$ cat config.mk
export PLATFORM = sky130hd
export DESIGN_NAME = argmax_layer
export DESIGN_NICKNAME = d
export VERILOG_FILES = /design/src/rtl/argmax_layer_pkg.sv /design/src/rtl/argmax_layer_stage.sv /design/src/rtl/argmax_layer.sv
export SDC_FILE = /design/constraint.sdc
export NUM_CORES = 2
export LEC_CHECK = 0
export ABC_AREA = 1
export CAP_MARGIN = 30
export CORE_MARGIN = 4
export CORE_UTILIZATION = 55
export DETAILED_ROUTE_END_ITERATION = 8
export DONT_BUFFER_PORTS = 1
export PLACE_DENSITY = 0.7
export SLEW_MARGIN = 20
export SYNTH_ARGS = -nofsm -noshare
export SYNTH_HDL_FRONTEND = slang
export SYNTH_SLANG_ARGS = --single-unit
$ cat constraint.sdc
create_clock -name clk -period 2.6 [get_ports clk]
set_input_delay 0.65 -clock clk [delete_from_list [all_inputs] [get_ports clk]]
set_output_delay 0.65 -clock clk [all_outputs]
set_load 0.1 [all_outputs]
$ cat src/rtl/argmax_layer_pkg.sv
// rtl/argmax_layer_pkg.sv - shared constants and tree-geometry helpers for argmax_layer
// Purpose: default element width plus elaboration-time functions describing the
//          comparator tree (index width, depth, per-level element count and the
//          offset of each level inside the flattened level bus).
// Ports:   none (package).
package argmax_layer_pkg;

   localparam int DATA_LEN = 16;

   function automatic int idx_width(input int n);
      return (n <= 1) ? 1 : $clog2(n);
   endfunction

   function automatic int tree_depth(input int n);
      return (n <= 1) ? 0 : $clog2(n);
   endfunction

   // Element count at tree level l (level 0 = adder outputs).
   function automatic int lvl_size(input int n, input int l);
      int s;
      s = n;
      for (int k = 0; k < l; k++) begin
         s = (s + 1) / 2;
      end
      return s;
   endfunction

   // First element position of level l when all levels are packed back to back.
   function automatic int lvl_off(input int n, input int l);
      int o;
      o = 0;
      for (int k = 0; k < l; k++) begin
         o = o + lvl_size(n, k);
      end
      return o;
   endfunction

endpackage

$ cat src/rtl/argmax_layer_stage.sv
// rtl/argmax_layer_stage.sv - one registered level of the argmax comparator tree
// Purpose: compares adjacent pairs (2k, 2k+1) as signed values and registers the
//          winner's value and index; an odd leftover element is registered unchanged.
//          Ties go to the even (lower-index) element. Data loads only with valid_i.
// Ports:   clk, rst_n     clock, asynchronous active-low reset
//          valid_i        incoming level carries a vector
//          val_i, idx_i   M packed values / indices
//          valid_o        registered valid
//          val_o, idx_o   ceil(M/2) packed values / indices (registered)
module argmax_stage #(
   parameter int M      = 2,
   parameter int DATA_W = 16,
   parameter int IDX_W  = 1
) (
   input  logic                              clk,
   input  logic                              rst_n,
   input  logic                              valid_i,
   input  logic [M*DATA_W-1:0]               val_i,
   input  logic [M*IDX_W-1:0]                idx_i,
   output logic                              valid_o,
   output logic [((M+1)/2)*DATA_W-1:0]       val_o,
   output logic [((M+1)/2)*IDX_W-1:0]        idx_o
);

   localparam int MO = (M + 1) / 2;

   logic                     valid_q;
   logic [MO*DATA_W-1:0]     val_d, val_q;
   logic [MO*IDX_W-1:0]      idx_d, idx_q;
   logic signed [DATA_W-1:0] va, vb;

   always_comb begin
      val_d = '0;
      idx_d = '0;
      va    = '0;
      vb    = '0;
      for (int k = 0; k < M / 2; k++) begin
         va = val_i[(2*k)*DATA_W +: DATA_W];
         vb = val_i[(2*k+1)*DATA_W +: DATA_W];
         // Strictly greater: equal values keep the lower index.
         if (vb > va) begin
            val_d[k*DATA_W +: DATA_W] = vb;
            idx_d[k*IDX_W +: IDX_W]   = idx_i[(2*k+1)*IDX_W +: IDX_W];
         end else begin
            val_d[k*DATA_W +: DATA_W] = va;
            idx_d[k*IDX_W +: IDX_W]   = idx_i[(2*k)*IDX_W +: IDX_W];
         end
      end
      if (M % 2 == 1) begin
         val_d[(MO-1)*DATA_W +: DATA_W] = val_i[(M-1)*DATA_W +: DATA_W];
         idx_d[(MO-1)*IDX_W +: IDX_W]   = idx_i[(M-1)*IDX_W +: IDX_W];
      end
   end

   always_ff @(posedge clk or negedge rst_n) begin
      if (!rst_n) begin
         valid_q <= 1'b0;
         val_q   <= '0;
         idx_q   <= '0;
      end else begin
         valid_q <= valid_i;
         if (valid_i) begin
            val_q <= val_d;
            idx_q <= idx_d;
         end
      end
   end

   assign valid_o = valid_q;
   assign val_o   = val_q;
   assign idx_o   = idx_q;

endmodule

$ cat src/rtl/argmax_layer.sv
// rtl/argmax_layer.sv - element-wise add of two score vectors followed by a pipelined argmax tree
// Purpose: stage 0 registers s[i] = d1[i] + d2[i] (saturating when SAT=1, wrapping
//          otherwise) tagged with index i; D = ceil(log2 N_CLASS) argmax_stage levels
//          reduce to one winner. Latency 1 + D, one vector per clock, no backpressure.
// Ports:   clk, rst_n           clock, asynchronous active-low reset
//          in_valid, d1, d2     input vector pair, element i at [i*DATA_W +: DATA_W]
//          out_valid            one-cycle pulse per accepted vector
//          out_idx, out_max     index and value of the maximum sum (held between pulses)
module argmax_layer
   import argmax_layer_pkg::*;
#(
   parameter int N_CLASS = 12,
   parameter int DATA_W  = DATA_LEN,
   parameter int SAT     = 1,
   parameter int IDX_W   = idx_width(N_CLASS)
) (
   input  logic                      clk,
   input  logic                      rst_n,
   input  logic                      in_valid,
   input  logic [N_CLASS*DATA_W-1:0] d1,
   input  logic [N_CLASS*DATA_W-1:0] d2,
   output logic                      out_valid,
   output logic [IDX_W-1:0]          out_idx,
   output logic [DATA_W-1:0]         out_max
);

   localparam int D     = tree_depth(N_CLASS);
   localparam int TOTAL = lvl_off(N_CLASS, D + 1);
   localparam int OUT_O = lvl_off(N_CLASS, D);

   // Every tree level packed back to back; level 0 is the adder register.
   logic [TOTAL*DATA_W-1:0] all_val;
   logic [TOTAL*IDX_W-1:0]  all_idx;
   logic [D:0]              all_valid;

   logic                      valid0_q;
   logic [N_CLASS*DATA_W-1:0] sum_d, sum_q;
   logic [DATA_W:0]           wide;

   always_comb begin
      sum_d = '0;
      wide  = '0;
      for (int i = 0; i < N_CLASS; i++) begin
         // One extra sign bit: overflow shows as the top two bits disagreeing.
         wide = {d1[i*DATA_W + DATA_W - 1], d1[i*DATA_W +: DATA_W]}
              + {d2[i*DATA_W + DATA_W - 1], d2[i*DATA_W +: DATA_W]};
         if ((SAT != 0) && (wide[DATA_W] != wide[DATA_W-1])) begin
            sum_d[i*DATA_W +: DATA_W] = wide[DATA_W] ? {1'b1, {(DATA_W-1){1'b0}}}
                                                     : {1'b0, {(DATA_W-1){1'b1}}};
         end else begin
            sum_d[i*DATA_W +: DATA_W] = wide[DATA_W-1:0];
         end
      end
   end

   always_ff @(posedge clk or negedge rst_n) begin
      if (!rst_n) begin
         valid0_q <= 1'b0;
         sum_q    <= '0;
      end else begin
         valid0_q <= in_valid;
         if (in_valid) begin
            sum_q <= sum_d;
         end
      end
   end

   assign all_val[0 +: N_CLASS*DATA_W] = sum_q;
   assign all_valid[0]                 = valid0_q;

   for (genvar i = 0; i < N_CLASS; i++) begin : g_tag
      assign all_idx[i*IDX_W +: IDX_W] = IDX_W'(i);
   end

   for (genvar l = 0; l < D; l++) begin : g_lvl
      localparam int MI = lvl_size(N_CLASS, l);
      localparam int MO = lvl_size(N_CLASS, l + 1);
      localparam int OI = lvl_off(N_CLASS, l);
      localparam int OO = lvl_off(N_CLASS, l + 1);

      argmax_stage #(
         .M      (MI),
         .DATA_W (DATA_W),
         .IDX_W  (IDX_W)
      ) u_stage (
         .clk     (clk),
         .rst_n   (rst_n),
         .valid_i (all_valid[l]),
         .val_i   (all_val[OI*DATA_W +: MI*DATA_W]),
         .idx_i   (all_idx[OI*IDX_W +: MI*IDX_W]),
         .valid_o (all_valid[l+1]),
         .val_o   (all_val[OO*DATA_W +: MO*DATA_W]),
         .idx_o   (all_idx[OO*IDX_W +: MO*IDX_W])
      );
   end

   // The last level registers hold their data between pulses, so they drive the outputs directly.
   assign out_valid = all_valid[D];
   assign out_max   = all_val[OUT_O*DATA_W +: DATA_W];
   assign out_idx   = all_idx[OUT_O*IDX_W +: IDX_W];

endmodule

==> metrics.md <==
| Metric | Value |
|---|---|
| Status | finished with violations |
| Failing checks | hold timing |
| Row cnt | a little over 90 |
| WL final | 87330 um |
| Mapped Area | about 0.035 mm^2 |
| # DRC | 0 |
| Setup crit end kind | flip-flop |
| Synth Register Bits | between 400 and 500 |
| GPL Wtd Cong | approximately 0.93 |
| Crit path top cell by count | nand2_1 |
| Via count | approximately 32000 |
| Fin util | 0.5965 |
| Hold Path Class | input port to asynchronous set/reset pin |
| Final Hold Slack | -0.2139 ns |
| FMAX | roughly 440 MHz |
| Critical Path RT | about 3.1 ns |
| Largest cells by area after synthesis | dfrtp_1, nand2_1, ha_1 |
| R2R depth | 10 |
| Clock-pin slew on the worst setup and hold paths | roughly 0.060 ns |
| M2 GR Usage | 0.4000 |
| Starting density of the core | 0.5572 |
| M3 GR Usage | 0.02727 |
| Sequential area share after synthesis | 0.2937 |
| Ratio of cells with drive above 1 in the final layout | 0.06755 |
| Top-count cell post-synth | nand2_1 |
| Worst Max-Slew Pin Slew | approximately 1.4 ns |
| CP max stage delay | ~0.40 ns |
| Final Setup Violations | 0 |
| P_leak | between 20 and 25 nW |
| Final non-filler cell total | 6027 |
| Stages on the worst setup path | 10 |
| R2R Setup Slk | 0.35 ns |
| Syn Inst Count | approximately 5200 |
| Share of the synthesized area in the top cell type | 0.2937 |
| CTS H-tree lvls | 2 |
| Crit path max-delay cell type | dfrtp_1 |
| CTS Buf Count | 47 |
| Fraction of registers with async set/reset | 1.000 |
| Vias/cell | around 5.2 |
| Worst vdd ir | 0.4898 mV |
| Crit-path cells | inv_1, ha_1, nand4_1, nor3_1, nand2_1, nand3_2, nand3_4, nand2_1, nand3_1, nand2_1 |
| Unrepaired setup endpoints after global routing | no |
| Final Cycle Share | 0.8649 |
| Largest net degree at the start of global routing | 415 |
| Kind of critical path | flip-flop to flip-flop |
| Worst EP arrival | around 2.8 ns |
| Clock tree buffer depth | 3 |
| Syn_area_per_cell | slightly below 7 um^2 |
| Tot GR Track Use | 0.2528 |
| PD cells | around 900 mW/mm^2 |
| Remaining antenna violation count after routing | 0 |
| Most used routing layer | met2 |
| Mapped Nets | 5937 |
| Fin. max-slew vios | 0 |
| Port bufs | 0 |
| Cells after DPL | slightly below 6000 |
| Ys Warns | 0 |
| Initial antenna violation count | 0 |
| Startpoint types | flip-flop |
| Total congestion overflow | 0 |
| Post-synth EDFFs | 0 |
| TritonCTS Sinks | between 400 and 500 |
| Worst skew pair latency | 0.59 ns |
| CTS tree | done |
| Endpoints failing hold | 190 |
| Minimum clock period | between 2 and 2.5 ns |
| Die width | about 260 um |
| Synth Flop Type | dfrtp_1 |
| First drt pass iteration count | 6 |
| Post-cts sizing count | 0 |
| Commonest cells post-synth | nand2_1, inv_1, dfrtp_1 |
| Root buf cell | clkbuf_16 |
| Worst path buffer plus inverter count | 1 |
| M1 GR Usage | 0.3825 |
| Post-CTS Setup Inserts | 0 |
| # diodes | 0 |
| Critical R2R Launch | g_lvl[1].u_stage.val_o[11] |
| Max Clock Skew | 0.02644 ns |
| Dominant cell type by area after synthesis | dfrtp_1 |
| P&R area growth vs syn | 7.062% |
| Crit Path Max Fanout | 19 |
| Max Cap Viol | 0 |
| Core Footprint | 0.06331 mm^2 |
| Post-synthesis cell type count | 36 |
| Routed WL per cell | about 14 um |
| DR iter-0 viols | ~2200 |
| Die area | roughly 0.068 mm^2 |
| Crit-path leading delay family | simple AND/OR/NAND/NOR gates |
| Vias in the first global route | a little under 30000 |
| Global-route wire length before repair | around 150000 um |
| Die Ht | 261.3 um |
| Post-detail-place hpwl | around 68000 um |
| Fin nets | slightly below 6000 |
| I/O pin total | roughly 410 |
| RR Endpoint | g_lvl[2].u_stage.val_o[2] |
| Worst relative slew slack | 0.08559 |
| Total power draw | 34.99 mW |
==> worst max-delay path by stage <==
| stage | from | end | slack [ns] |
|---|---|---|---|
| floorplan | d1[144] | sum_q[144] | 0.18 |
| global placement | d1[144] | sum_q[146] | -0.09 |
| detailed placement | d1[144] | sum_q[145] | -0.13 |
| CTS | sum_q[175] | g_lvl[0].u_stage.val_o[81] | 0.37 |
| global route | sum_q[175] | g_lvl[0].u_stage.val_o[81] | 0.12 |
| finish | g_lvl[1].u_stage.val_o[11] | g_lvl[2].u_stage.val_o[2] | 0.35 |
==> routing by layer <==
metal | up-vias | share of wire
li1 | 16480 | -
met1 | 14390 | 0.50
met2 | 692 | 0.45
met3 | 66 | 0.046
met4 | 0 | 0.011
met5 | - | 0
==> state kept, by name (all words and copies together), names as in the netlist <==
signal                 cells
g_lvl.u_stage.val_o      192
sum_q                    192
g_lvl.u_stage.valid_o      4
g_lvl.u_stage.idx_o       25
valid0_q                   1
==> power by group <==
part,internal [mW],switching [mW]
Clock,4.01,2.74
Sequential,8.69,1.73
Combinational,6.25,11.6
Total,19.0,16.0
==> layout by cell type (no fill, tap or decap), types with 12 or more instances in the layout <==
cell and instances:
a21o_1 12, nand3_1 375, nand4_1 206, nand2_2 36
clkbuf_16 48, buf_4 77, o21ai_1 13, nor3_1 24
xnor2_1 35, xor2_1 85, o21bai_1 28, inv_1 775
nand3_2 19, a21oi_1 287, nand3b_1 26, ha_1 368
nor3_2 12, a21oi_2 100, nand2_1 1736, o21ai_0 58
nor2_1 340, and2_1 25, dfrtp_1 413, fa_1 12
==> through the flow <==
stage | hold slack [ns] | setup WS, ns | TNS (ns) | instance area (um^2)
CTS | -0.2437 | 0.3720 | 0 | 37770
finish | -0.2139 | 0.3514 | 0 | 37770
floorplan | 0.3519 | 0.1846 | 0 | 35280
detailed placement | 0.3770 | -0.1340 | -1.439 | 36180
global placement | 0.3782 | -0.09000 | -1.118 | 36180
global route | -0.2455 | 0.1191 | 0 | 37770
==> final cells by class <==
type,count,area [um^2]
clock buffer,68,1386
clock inverter,16,196.4
multi-input combinational,3818,21080
fill,6161,25540
tap,846,1059
timing repair buffer,86,758.2
inverter,779,2924
sequential,414,10360
==> logic make-up (layout without fill, tap and decap cells) <==
logic type / count (synthesis) / in the layout / synth area share
and+or+nand+nor: 2807 / 2807 / 0.3411
buffers and inverters: 938 / 949 / 0.1088
AOI/OAI and AO/OA: 511 / 511 / 0.08931
DFF: 414 / 414 / 0.2937
adders and majority gates: 380 / 380 / 0.1373
xor gates and xnor gates: 120 / 120 / 0.02979
(Power assumes the default switching activity.)
